<file path="src/rtl/mult_ctrl_pkg.sv">
// Shared definitions for the sequential shift-add multiplier controller:
// FSM state encoding and the iteration-counter width helper.
package mult_ctrl_pkg;

    typedef enum logic [1:0] {
        ST_IDLE = 2'd0,
        ST_RUN  = 2'd1,
        ST_DONE = 2'd2
    } state_t;

    // One extra bit so the counter can reach Nbit without wrapping.
    function automatic int count_width(input int n);
        return $clog2(n) + 1;
    endfunction

endpackage

</file>
<file path="src/rtl/adder_carry_n.sv">
// Combinational N-bit adder with carry-in and carry-out; the single adder
// the multiplier controller reuses on every iteration.
module adder_carry_n #(
    parameter int Nbit = 8
) (
    input  logic [Nbit-1:0] A,
    input  logic [Nbit-1:0] B,
    input  logic            CI,
    output logic [Nbit-1:0] SUM,
    output logic            CO
);

    assign {CO, SUM} = {1'b0, A} + {1'b0, B} + {{Nbit{1'b0}}, CI};

endmodule

</file>
<file path="src/rtl/shift_add_mult_ctrl.sv">
// Sequential unsigned Nbit x Nbit multiplier: one shift-add iteration per clock
// through a shared adder, START/DONE handshake, product held until next completion.
module shift_add_mult_ctrl
    import mult_ctrl_pkg::*;
#(
    parameter int Nbit = 8
) (
    input  logic              C,
    input  logic              CLR,
    input  logic              START,
    input  logic [Nbit-1:0]   A,
    input  logic [Nbit-1:0]   B,
    output logic              BUSY,
    output logic              DONE,
    output logic [2*Nbit-1:0] P
);

    localparam int CW = count_width(Nbit);

    state_t            state;
    state_t            state_next;
    logic [Nbit-1:0]   mcand;
    logic [Nbit-1:0]   acc_hi;
    logic [Nbit-1:0]   acc_lo;
    logic [CW-1:0]     count;
    logic [2*Nbit-1:0] prod;

    logic [Nbit-1:0]   addend;
    logic [Nbit-1:0]   sum;
    logic              carry;
    logic              accept;
    logic              last_iter;

    assign addend    = acc_lo[0] ? mcand : '0;
    assign accept    = START && ((state == ST_IDLE) || (state == ST_DONE));
    assign last_iter = (state == ST_RUN) && (count == CW'(Nbit - 1));

    adder_carry_n #(.Nbit(Nbit)) u_adder (
        .A   (acc_hi),
        .B   (addend),
        .CI  (1'b0),
        .SUM (sum),
        .CO  (carry)
    );

    always_ff @(posedge C or posedge CLR) begin
        if (CLR) state <= ST_IDLE;
        else     state <= state_next;
    end

    always_comb begin
        state_next = ST_IDLE;
        case (state)
            ST_IDLE: state_next = accept ? ST_RUN : ST_IDLE;
            ST_RUN:  state_next = last_iter ? ST_DONE : ST_RUN;
            ST_DONE: state_next = accept ? ST_RUN : ST_IDLE;
            default: state_next = ST_IDLE;
        endcase
    end

    // Datapath: capture on accept, otherwise shift the (2*Nbit+1)-bit {carry, sum, acc_lo} right by one.
    always_ff @(posedge C or posedge CLR) begin
        if (CLR) begin
            mcand  <= '0;
            acc_hi <= '0;
            acc_lo <= '0;
            count  <= '0;
            prod   <= '0;
        end else if (accept) begin
            mcand  <= A;
            acc_lo <= B;
            acc_hi <= '0;
            count  <= '0;
        end else if (state == ST_RUN) begin
            acc_hi <= {carry, sum[Nbit-1:1]};
            acc_lo <= {sum[0], acc_lo[Nbit-1:1]};
            count  <= count + CW'(1);
            if (last_iter) prod <= {carry, sum, acc_lo[Nbit-1:1]};
        end
    end

    assign BUSY = (state == ST_RUN);
    assign DONE = (state == ST_DONE);
    assign P    = prod;

endmodule

</file>
<file path="config.mk">
export PLATFORM = sky130hd
export DESIGN_NAME = shift_add_mult_ctrl
export DESIGN_NICKNAME = d
export VERILOG_FILES = /design/src/rtl/mult_ctrl_pkg.sv /design/src/rtl/adder_carry_n.sv /design/src/rtl/shift_add_mult_ctrl.sv
export SDC_FILE = /design/constraint.sdc
export NUM_CORES = 1
export LEC_CHECK = 0
export ABC_CLOCK_PERIOD_IN_PS = 2200
export CAP_MARGIN = 20
export CORE_MARGIN = 3
export CORE_UTILIZATION = 47
export CTS_CLUSTER_DIAMETER = 120
export DETAILED_ROUTE_END_ITERATION = 8
export PLACE_DENSITY_LB_ADDON = 0.1
export SYNTH_ARGS = -nofsm -noshare
export SYNTH_HDL_FRONTEND = slang
export SYNTH_SLANG_ARGS = --single-unit
</file>
<file path="constraint.sdc">
create_clock -name C -period 2.2 [get_ports C]
set_clock_uncertainty 0.05 [all_clocks]
set_input_delay 0.22 -clock C [delete_from_list [all_inputs] [get_ports C]]
set_output_delay 0.22 -clock C [all_outputs]
set_load 0.05 [all_outputs]
</file>
After elaboration in Yosys (flattened, before gate mapping)
Index checks and enable logic that the tools add are counted.

cells by class
  eq/ne operators = 3
  bitwise gates (word level) = 1
  reductions and logical operators = 7
  add/subtract/negate cells = 2
  mux-type cells = 10

operators by type and width
  operator             count
  $mux 8               5
  $add 8x8->9          1
  $mux 4               2
  $add 4x1->4 const B  1
  $eq 4x3->1 const B   1
  $pmux 2 s2           1
  $reduce_and 3->1     1
  $eq 2x1->1 const B   1
  $eq 2x2->1 const B   1
  $logic_and 1x1->1    2
  $logic_not 2->1      1
  $mux 2               1
  $reduce_bool 2->1    1
  $reduce_or 2->1      1
  $logic_or 1x1->1     1
  $mux 1               1
  $not 1->1            1

word-level totals
  logic and storage cells = 29
  output and inout port bits = 18
  flip-flop bits (word level) = 46
  input bits = 19

Depth between registers and ports, before layout
Gate-level depths: netlist (run 1).

  depth after elaboration = 5
  gate-level depth with buffers = 8
  mapped depth without buffers = 7

By module
Synthesis (run 1) repeated with hierarchy kept, for this count alone.

unflattened totals
  cell total of the unflattened synthesis = 187
  area, all modules = 2197.1 um^2

modules (own cells, without submodules)
  module               seq. area each (um^2)  cells an instance  area each (um^2)  times used
  shift_add_mult_ctrl  1151.1                 147                1865.5            1
  adder_carry_n        0.0                    40                 331.6             1

Worst setup path before layout (run 1)
Ideal clock, no wire load.

  path kind = register to register
  start point = register acc_lo[0]
  end point = register prod[13], in the netlist P[13]
  buffers on the path = 0
  setup slack = 0.075 ns
  library setup time = 0.067 ns
  arrival = 2.009 ns
  data required time = 2.083 ns
  cell stages (with the launch flop) = 8
  period minus slack after synthesis = 2.125 ns
  path through = dfrtp_1 > and2_1 > ha_1 > fa_1 > a211oi_1 > o21ai_1 > a211oi_1 > mux2_2

on the way
  cells in the longest elaborated chain, start to end = 2

ends and longest elaborated chain
  element                 RTL line                   source
  start, declared         shift_add_mult_ctrl.sv:24  logic [Nbit-1:0] acc_lo;
  start signal, assigned  shift_add_mult_ctrl.sv:76  acc_lo <= {sum[0], acc_lo[Nbit-1:1]};
  $mux 8                  shift_add_mult_ctrl.sv:34  assign addend = acc_lo[0] ? mcand : '0;
  $add 8x8->9             adder_carry_n.sv:13        assign {CO, SUM} = {1'b0, A} + {1'b0, B} + {{Nbit{1'b0}}, CI};
  end signal, assigned    shift_add_mult_ctrl.sv:78  if (last_iter) prod <= {carry, sum, acc_lo[Nbit-1:1]};
  end, declared           shift_add_mult_ctrl.sv:26  logic [2*Nbit-1:0] prod;

Every way passes these cells.
A chain may end at the register's enable or synchronous reset.

Final worst setup path (run 1)
  start point = register acc_lo[0]
  end point = register prod[11], in the netlist P[11]

Same word-level chain as after synthesis.

==> impl_metrics.csv, run 1 <==
group,metric,value,unit
synth,netlist_area,0.002198,sq mm
sta,setup_viol,0,
clock_tree,cts-htree-levels,2,
synth,synth_flop_cell,"dfrtp_1",
synth,synthesis.nets,214,
critical_path,crit_fanout,5,
cells_and_area,multi_input_area,0.001016,sq mm
synth,syn_area_per_cell,11.88,sq um
route,route.detailed.drc,0,
synth,async_reset_ff_share,100.0,%
route,routedWlPerCell,16.55,microns
critical_path,crit_type,"reg2reg",
grt,antenna_found_initial,0,
critical_path,cp.required,2350,ps
sta,setup_tns,0,ps
grt,track_usage,18.88,%
grt,grt_max_degree,47,
grt,grt_pass1_wl,7879,microns
sta,slew_viol_final,0,
die,core_area,0.004444,sq mm
synth,yosysWarnings,0,
die,initial_core_util,49.47,%
die,io_pins,37,
cells_and_area,regArea,0.001151,sq mm
sta,fin_crit,2083,ps
sta,tightest_slew,567.0,ps
outcome,status,"completed",
power,ir_worst_vdd,0.8470,mV
cells_and_area,fin_nets,258,
clock_tree,clock_path_buffers,2,
clock_tree,insertion_delay,300,ps
power,power_leakage,1.264,nW
clock_tree,cts_tree,"built",
route,finalWirelength,4668,microns
clock_tree,ctsRootBufferMaster,"clkbuf_8",
synth,synth_cell_types,44,
sta,hold_viol,0,
clock_tree,numCtsBuffers,5,
critical_path,r2r_slack,120,ps
placed_design,portBuffers,36,
placed_design,place.gp.congestion,0.8733,
power,power.total,4.417,mW
sta,relSlewSlack,62.20,%
clock_tree,clk_pin_slew,90,ps
placed_design,place_area,0.002655,sq mm
grt,overflow,0,
critical_path,critPathCaptureType,"register",
route,drt-pass1-iter-count,4,
critical_path,reg2reg_depth,7,
route,drt_iter0_drc,87,
route,vias,1560,
clock_tree,cts.sinks,46,
die,fp.dieH,74.39,microns
clock_tree,post_cts_buffers,0,
cells_and_area,layout_common_cells,"46 x dfrtp_1, 35 x clkdlybuf4s50_1, 20 x nand2_1",
cells_and_area,n_antenna_cell,0,
synth,synth_edf_count,0,
synth,ys_seq_area_share,52.36,%
sta,grt_setup_unrepaired,"false",
worst_hold_path,hp-class,"in2async",
synth,synthCells,185,
cells_and_area,fillers,365,
synth,ys_ff_latch,46,
critical_path,crit_slowest_cell,"dfrtp_1",
critical_path,r2r_end,"P[11]$_DFFE_PP0P_",
die,num_rows,24,
critical_path,worstPathArrival,2230,ps
critical_path,path_cells,"and2_1 > ha_1 > fa_2 > a21o_2 > a21oi_1 > xnor2_1 > mux2_2",
die,dieArea,0.005534,sq mm
die,die_w,74.39,microns
placed_design,dp.final_hpwl,3366,microns
cells_and_area,final_common_cell,"dfrtp_1",
cells_and_area,final_area,0.002763,sq mm
critical_path,r2r-start,"acc_lo[0]$_DFFE_PP0P_",
cells_and_area,area_delta_synth_final,25.67,%
grt,grt_pass1_vias,1643,
sta,fmax,480.2,MHz
sta,fin_crit_sh,94.67,%
route,viasPerCell,5.532,
route,antenna_left,0,
critical_path,cp_slowest_stage_delay,410,ps
critical_path,start_kind,"register",
clock_tree,cts_hold_buffers,0,
power,power_density,1599,mW/mm^2
cells_and_area,drive_gt1_share,18.26,%
flow_run,cap_violations,0,
stage by stage:
step / hold WS, ps / util, % / std cells / setup slack, ps
floorplan: 286.8 / - / 185 / 74.65
global placement: 417.0 / 59.74 / 274 / 25.96
detailed placement: 426.1 / 59.74 / 274 / -38.88
CTS: 329.9 / 61.91 / 282 / 46.73
global route: 355.7 / 62.16 / 282 / 8.029
finish: 309.9 / 62.16 / 282 / 117.4
cell families (layout without fill, tap and decap cells):
kind of cell	count (synthesis)	in the layout	share of synthesized area (%)
compound gates	42	42	13.66
xor+xnor	4	4	1.594
fa+ha+maj	10	10	6.033
buf+inv	10	55	2.391
flops	46	46	52.36
mux	24	24	12.12
simple gates	49	49	11.84
critical path, delay by kind of cell, from the launching register on:
kind,cells,cell delay [ps]
compound gates,2,390
xor+xnor,1,110
fa+ha+maj,2,590
flops,1,410
mux,1,260
simple gates,1,170
timing repair:
action,4_1_cts,5_1_grt
cloned,0,0
gates resized for setup,2,3
setup endpoints to repair,2,7
pin swaps,0,1
per-layer routing:
| layer | wire length [microns] | global-route usage, % |
|---|---|---|
| met1 | 2120 | 25.37 |
| met2 | 2265 | 29.66 |
| met3 | 209 | 4.324 |
| met4 | 73 | 7.510 |
| met5 | 0 | 0 |
sequential cells by signal (all words and copies together), names as in the netlist:
signal / count
count: 4
mcand: 8
acc_lo: 8
P: 16
acc_hi: 8
state: 2
Yosys cell counts, types with 2 or more instances:
| cell type | instances | share of area (%) |
|---|---|---|
| xor2_1 | 2 | 0.80 |
| a21o_1 | 3 | 1.0 |
| ha_1 | 9 | 5.1 |
| mux2_2 | 14 | 7.2 |
| xnor2_1 | 2 | 0.80 |
| o21ai_0 | 7 | 1.6 |
| mux2i_1 | 3 | 1.4 |
| mux2_1 | 7 | 3.6 |
| nand3b_1 | 3 | 1.0 |
| nand2_1 | 20 | 3.4 |
| o21ai_1 | 3 | 0.68 |
| inv_1 | 2 | 0.34 |
| a211oi_1 | 3 | 1.0 |
| nor3_1 | 2 | 0.46 |
| dfrtp_1 | 46 | 52 |
| and2_1 | 9 | 2.6 |
| buf_2 | 4 | 0.91 |
| a22o_1 | 6 | 2.4 |
| o21a_1 | 2 | 0.68 |
| a22oi_1 | 7 | 2.4 |
| clkbuf_1 | 2 | 0.34 |
| a21oi_1 | 4 | 0.91 |
| nor2_1 | 4 | 0.68 |
report_power, final:
group / switching [mW] / internal [mW] / leakage, nW
sequential: 0.243 / 1.23 / 0.575
clock: 0.287 / 0.224 / 0.0452
combinational: 1.38 / 1.05 / 0.644
area by class of cell:
cell class / count / share of cell area, %
Sequential cell: 46 / 41.67
Multi-Input combinational cell: 129 / 36.78
Timing Repair Buffer: 44 / 15.58
Inverter: 3 / 0.4982
Tap cell: 52 / 2.355
Clock buffer: 6 / 2.627
Clock inverter: 2 / 0.4982
how the worst max path moves through the flow:
stage	from	endpoint	slack (ps)	cells after the start
2_1_floorplan	acc_lo[0]$_DFFE_PP0P_	P[13]$_DFFE_PP0P_	70	7
3_3_place_gp	acc_lo[0]$_DFFE_PP0P_	P[13]$_DFFE_PP0P_	30	7
3_5_place_dp	acc_lo[0]$_DFFE_PP0P_	P[13]$_DFFE_PP0P_	-40	7
4_1_cts	acc_lo[0]$_DFFE_PP0P_	P[11]$_DFFE_PP0P_	50	7
5_1_grt	acc_lo[0]$_DFFE_PP0P_	P[11]$_DFFE_PP0P_	8	7
6_report	acc_lo[0]$_DFFE_PP0P_	P[11]$_DFFE_PP0P_	120	7
Power figures use the tool's default switching activity.
==> inputs of run 2 (changes only) <==
- GPL_TIMING_DRIVEN: unset -> 0
- SLEW_MARGIN: unset -> 25
==> run 2 against run 1 <==
Largest power group unchanged. Via count decreased by 0.77%. Register-to-register slack worse by 20 ps. Maximum frequency is 1.1% lower. Critical path depth unchanged. Final area increased by 0.14%. Setup slack got worse by 24 ps. Clock power fell by 5.7%. Sequential power about the same. Power is 2.0% lower.
==> impl_metrics.csv, run 2 (synthesis gave the netlist of run 1 again) <==
group,metric,value,unit
cells_and_area,drive_gt1_share,19.57,%
clock_tree,ctsRootBufferMaster,"clkbuf_8",
critical_path,crit_type,"reg2reg",
cells_and_area,post-route-util,62.25,%
route,drt_iter0_drc,78,
sta,grt_setup_unrepaired,"true",
worst_hold_path,hp-class,"in2async",
critical_path,crit_slowest_cell,"dfrtp_2",
placed_design,dp.final_hpwl,3228,microns
power,sw_frac_of_total,43.11,%
sta,hold_viol,0,
grt,track_usage,18.00,%
power,clockPowerShare,11.1,%
route,vias,1548,
die,io_pins,37,
placed_design,place.gp.congestion,0.8892,
route,highest_layer,"met4",
sta,tightest_slew,505.7,ps
grt,grt_pass1_vias,1646,
die,core_area,0.004444,sq mm
sta,timing.hold.ws,165.1,ps
route,routedWlPerCell,16.00,microns
power,power_frac_comb,54.9,%
route,viasPerCell,5.489,
route,route.detailed.drc,0,
critical_path,cp_top_family,"adder cells",
power,ir_worst_vdd,0.7556,mV
clock_tree,cts_tree,"built",
critical_path,cp.required,2340,ps
critical_path,r2r_slack,90,ps
critical_path,start_kind,"register",
power,power_leakage,1.263,nW
cells_and_area,final_common_cell,"dfrtp_1",
power,internal_power,2.462,mW
clock_tree,cts.sinks,46,
cells_and_area,layout_common_cells,"45 x dfrtp_1, 35 x clkdlybuf4s50_1, 20 x nand2_1",
die,initial_core_util,49.47,%
critical_path,worstSetupPathDepth,7,
sta,slew_viol_final,0,
sta,fin_crit_sh,95.76,%
route,dr_wl_met2,2211,microns
sta,setup_tns,0,ps
critical_path,critPathCaptureType,"register",
cells_and_area,largest_reg_flops,16,
sta,fin_crit,2107,ps
cells_and_area,fin_nets,259,
power,power_density,1564,mW/mm^2
route,wl_met1,2104,microns
die,dieArea,0.005534,sq mm
cells_and_area,n_antenna_cell,0,
critical_path,cp_slowest_stage_delay,440,ps
power,switching_power,1.866,mW
route,drt-pass1-iter-count,4,
outcome,status,"completed",
route,antenna_left,0,
flow_run,cap_violations,0,
grt,antenna_found_initial,0,
clock_tree,numCtsBuffers,5,
clock_tree,clock_path_buffers,2,
die,fp.dieH,74.39,microns
critical_path,crit_buf_inv,0,
sta,fmax,474.6,MHz
clock_tree,insertion_delay,290,ps
clock_tree,cts-htree-levels,2,
die,die_w,74.39,microns
cells_and_area,instances_no_fill,282,
grt,grt_max_degree,32,
grt,overflow,0,
route,dr_wl_met3,164,microns
die,num_rows,24,
power,pwr-share-seq,33.9,%
placed_design,dp_cells,274,
cells_and_area,area_delta_synth_final,25.84,%
critical_path,path_cells,"and2_1 > ha_2 > fa_2 > a211oi_4 > o21a_1 > a211oi_2 > mux2_2",
grt,grt_pass1_wl,7514,microns
sta,relSlewSlack,66.18,%
route,finalWirelength,4513,microns
sta,setup_viol,0,
placed_design,portBuffers,36,
critical_path,reg2reg_depth,7,
clock_tree,clk_pin_slew,80,ps
critical_path,worstPathArrival,2240,ps
critical_path,crit_fanout,6,
run 2: cell types whose count changed in the layout (fill, tap and decap cells not counted), sizes merged:
| cell | delta |
|---|---|
| buf | -1 |
| clkdlybuf4s15 | +1 |
| clkinv | -1 |
| inv | +1 |
run 2: timing repair:
item | in CTS | in global routing
pin swaps | 0 | 3
buffers inserted | 0 | 2
resized for setup | 7 | 4
hold buffers | 0 | 0
setup endpoints to repair | 6 | 7
run 2: path summary, 6_finish.rpt:
path                                        from                     to
max in group asynchronous                    CLR  acc_lo[0]$_DFFE_PP0P_
hold / removal                               CLR  acc_hi[5]$_DFFE_PP0P_
min in group C                              B[6]  acc_lo[6]$_DFFE_PP0P_
setup / recovery           acc_lo[0]$_DFFE_PP0P_      P[13]$_DFFE_PP0P_
hold reg to reg                 P[0]$_DFFE_PP0P_       P[0]$_DFFE_PP0P_
setup reg to reg           acc_lo[0]$_DFFE_PP0P_      P[13]$_DFFE_PP0P_
run 2: through the flow:
step	setup WS, ps	area (sq um)	power, mW
global route	-3.997	2766	4.645
floorplan	74.65	2198	3.123
detailed placement	-224.7	2644	3.777
global placement	-180.8	2624	3.706
CTS	0.4734	2738	4.315
finish	93.18	2766	4.328
run 2: layout make-up:
class                      count  area [sq um]
inverter                       3         13.76
timing repair buffer          39         396.6
buffer                         6         35.03
tap                           52         65.06
fill                         358          1678
sequential                    46          1152
clock inverter                 2         10.01
multi-input combinational    129          1025
clock buffer                   5         68.82
run 2: worst reg2reg max path, cell delays in order, from the launching register on:
cell      delay (ps)
dfrtp_2          440
and2_1           170
ha_2             190
fa_2             410
a211oi_4         250
o21a_1           180
a211oi_2          50
mux2_2           260
run 2: layer usage:
metal | up-vias | track usage [%]
li1 | 756 | -
met1 | 758 | 23.79
met2 | 30 | 29.17
met3 | 4 | 4.459
met4 | 0 | 5.731
met5 | - | 0
run 2: power by group through the flow:
stage | registers (mW) | logic (mW) | clock network, mW
2_1_floorplan | 1.86 | 1.26 | 0
3_3_place_gp | 1.47 | 2.24 | 0
3_5_place_dp | 1.49 | 2.28 | 0
4_1_cts | 1.48 | 2.33 | 0.505
5_1_grt | 1.52 | 2.59 | 0.538
6_report | 1.47 | 2.38 | 0.482
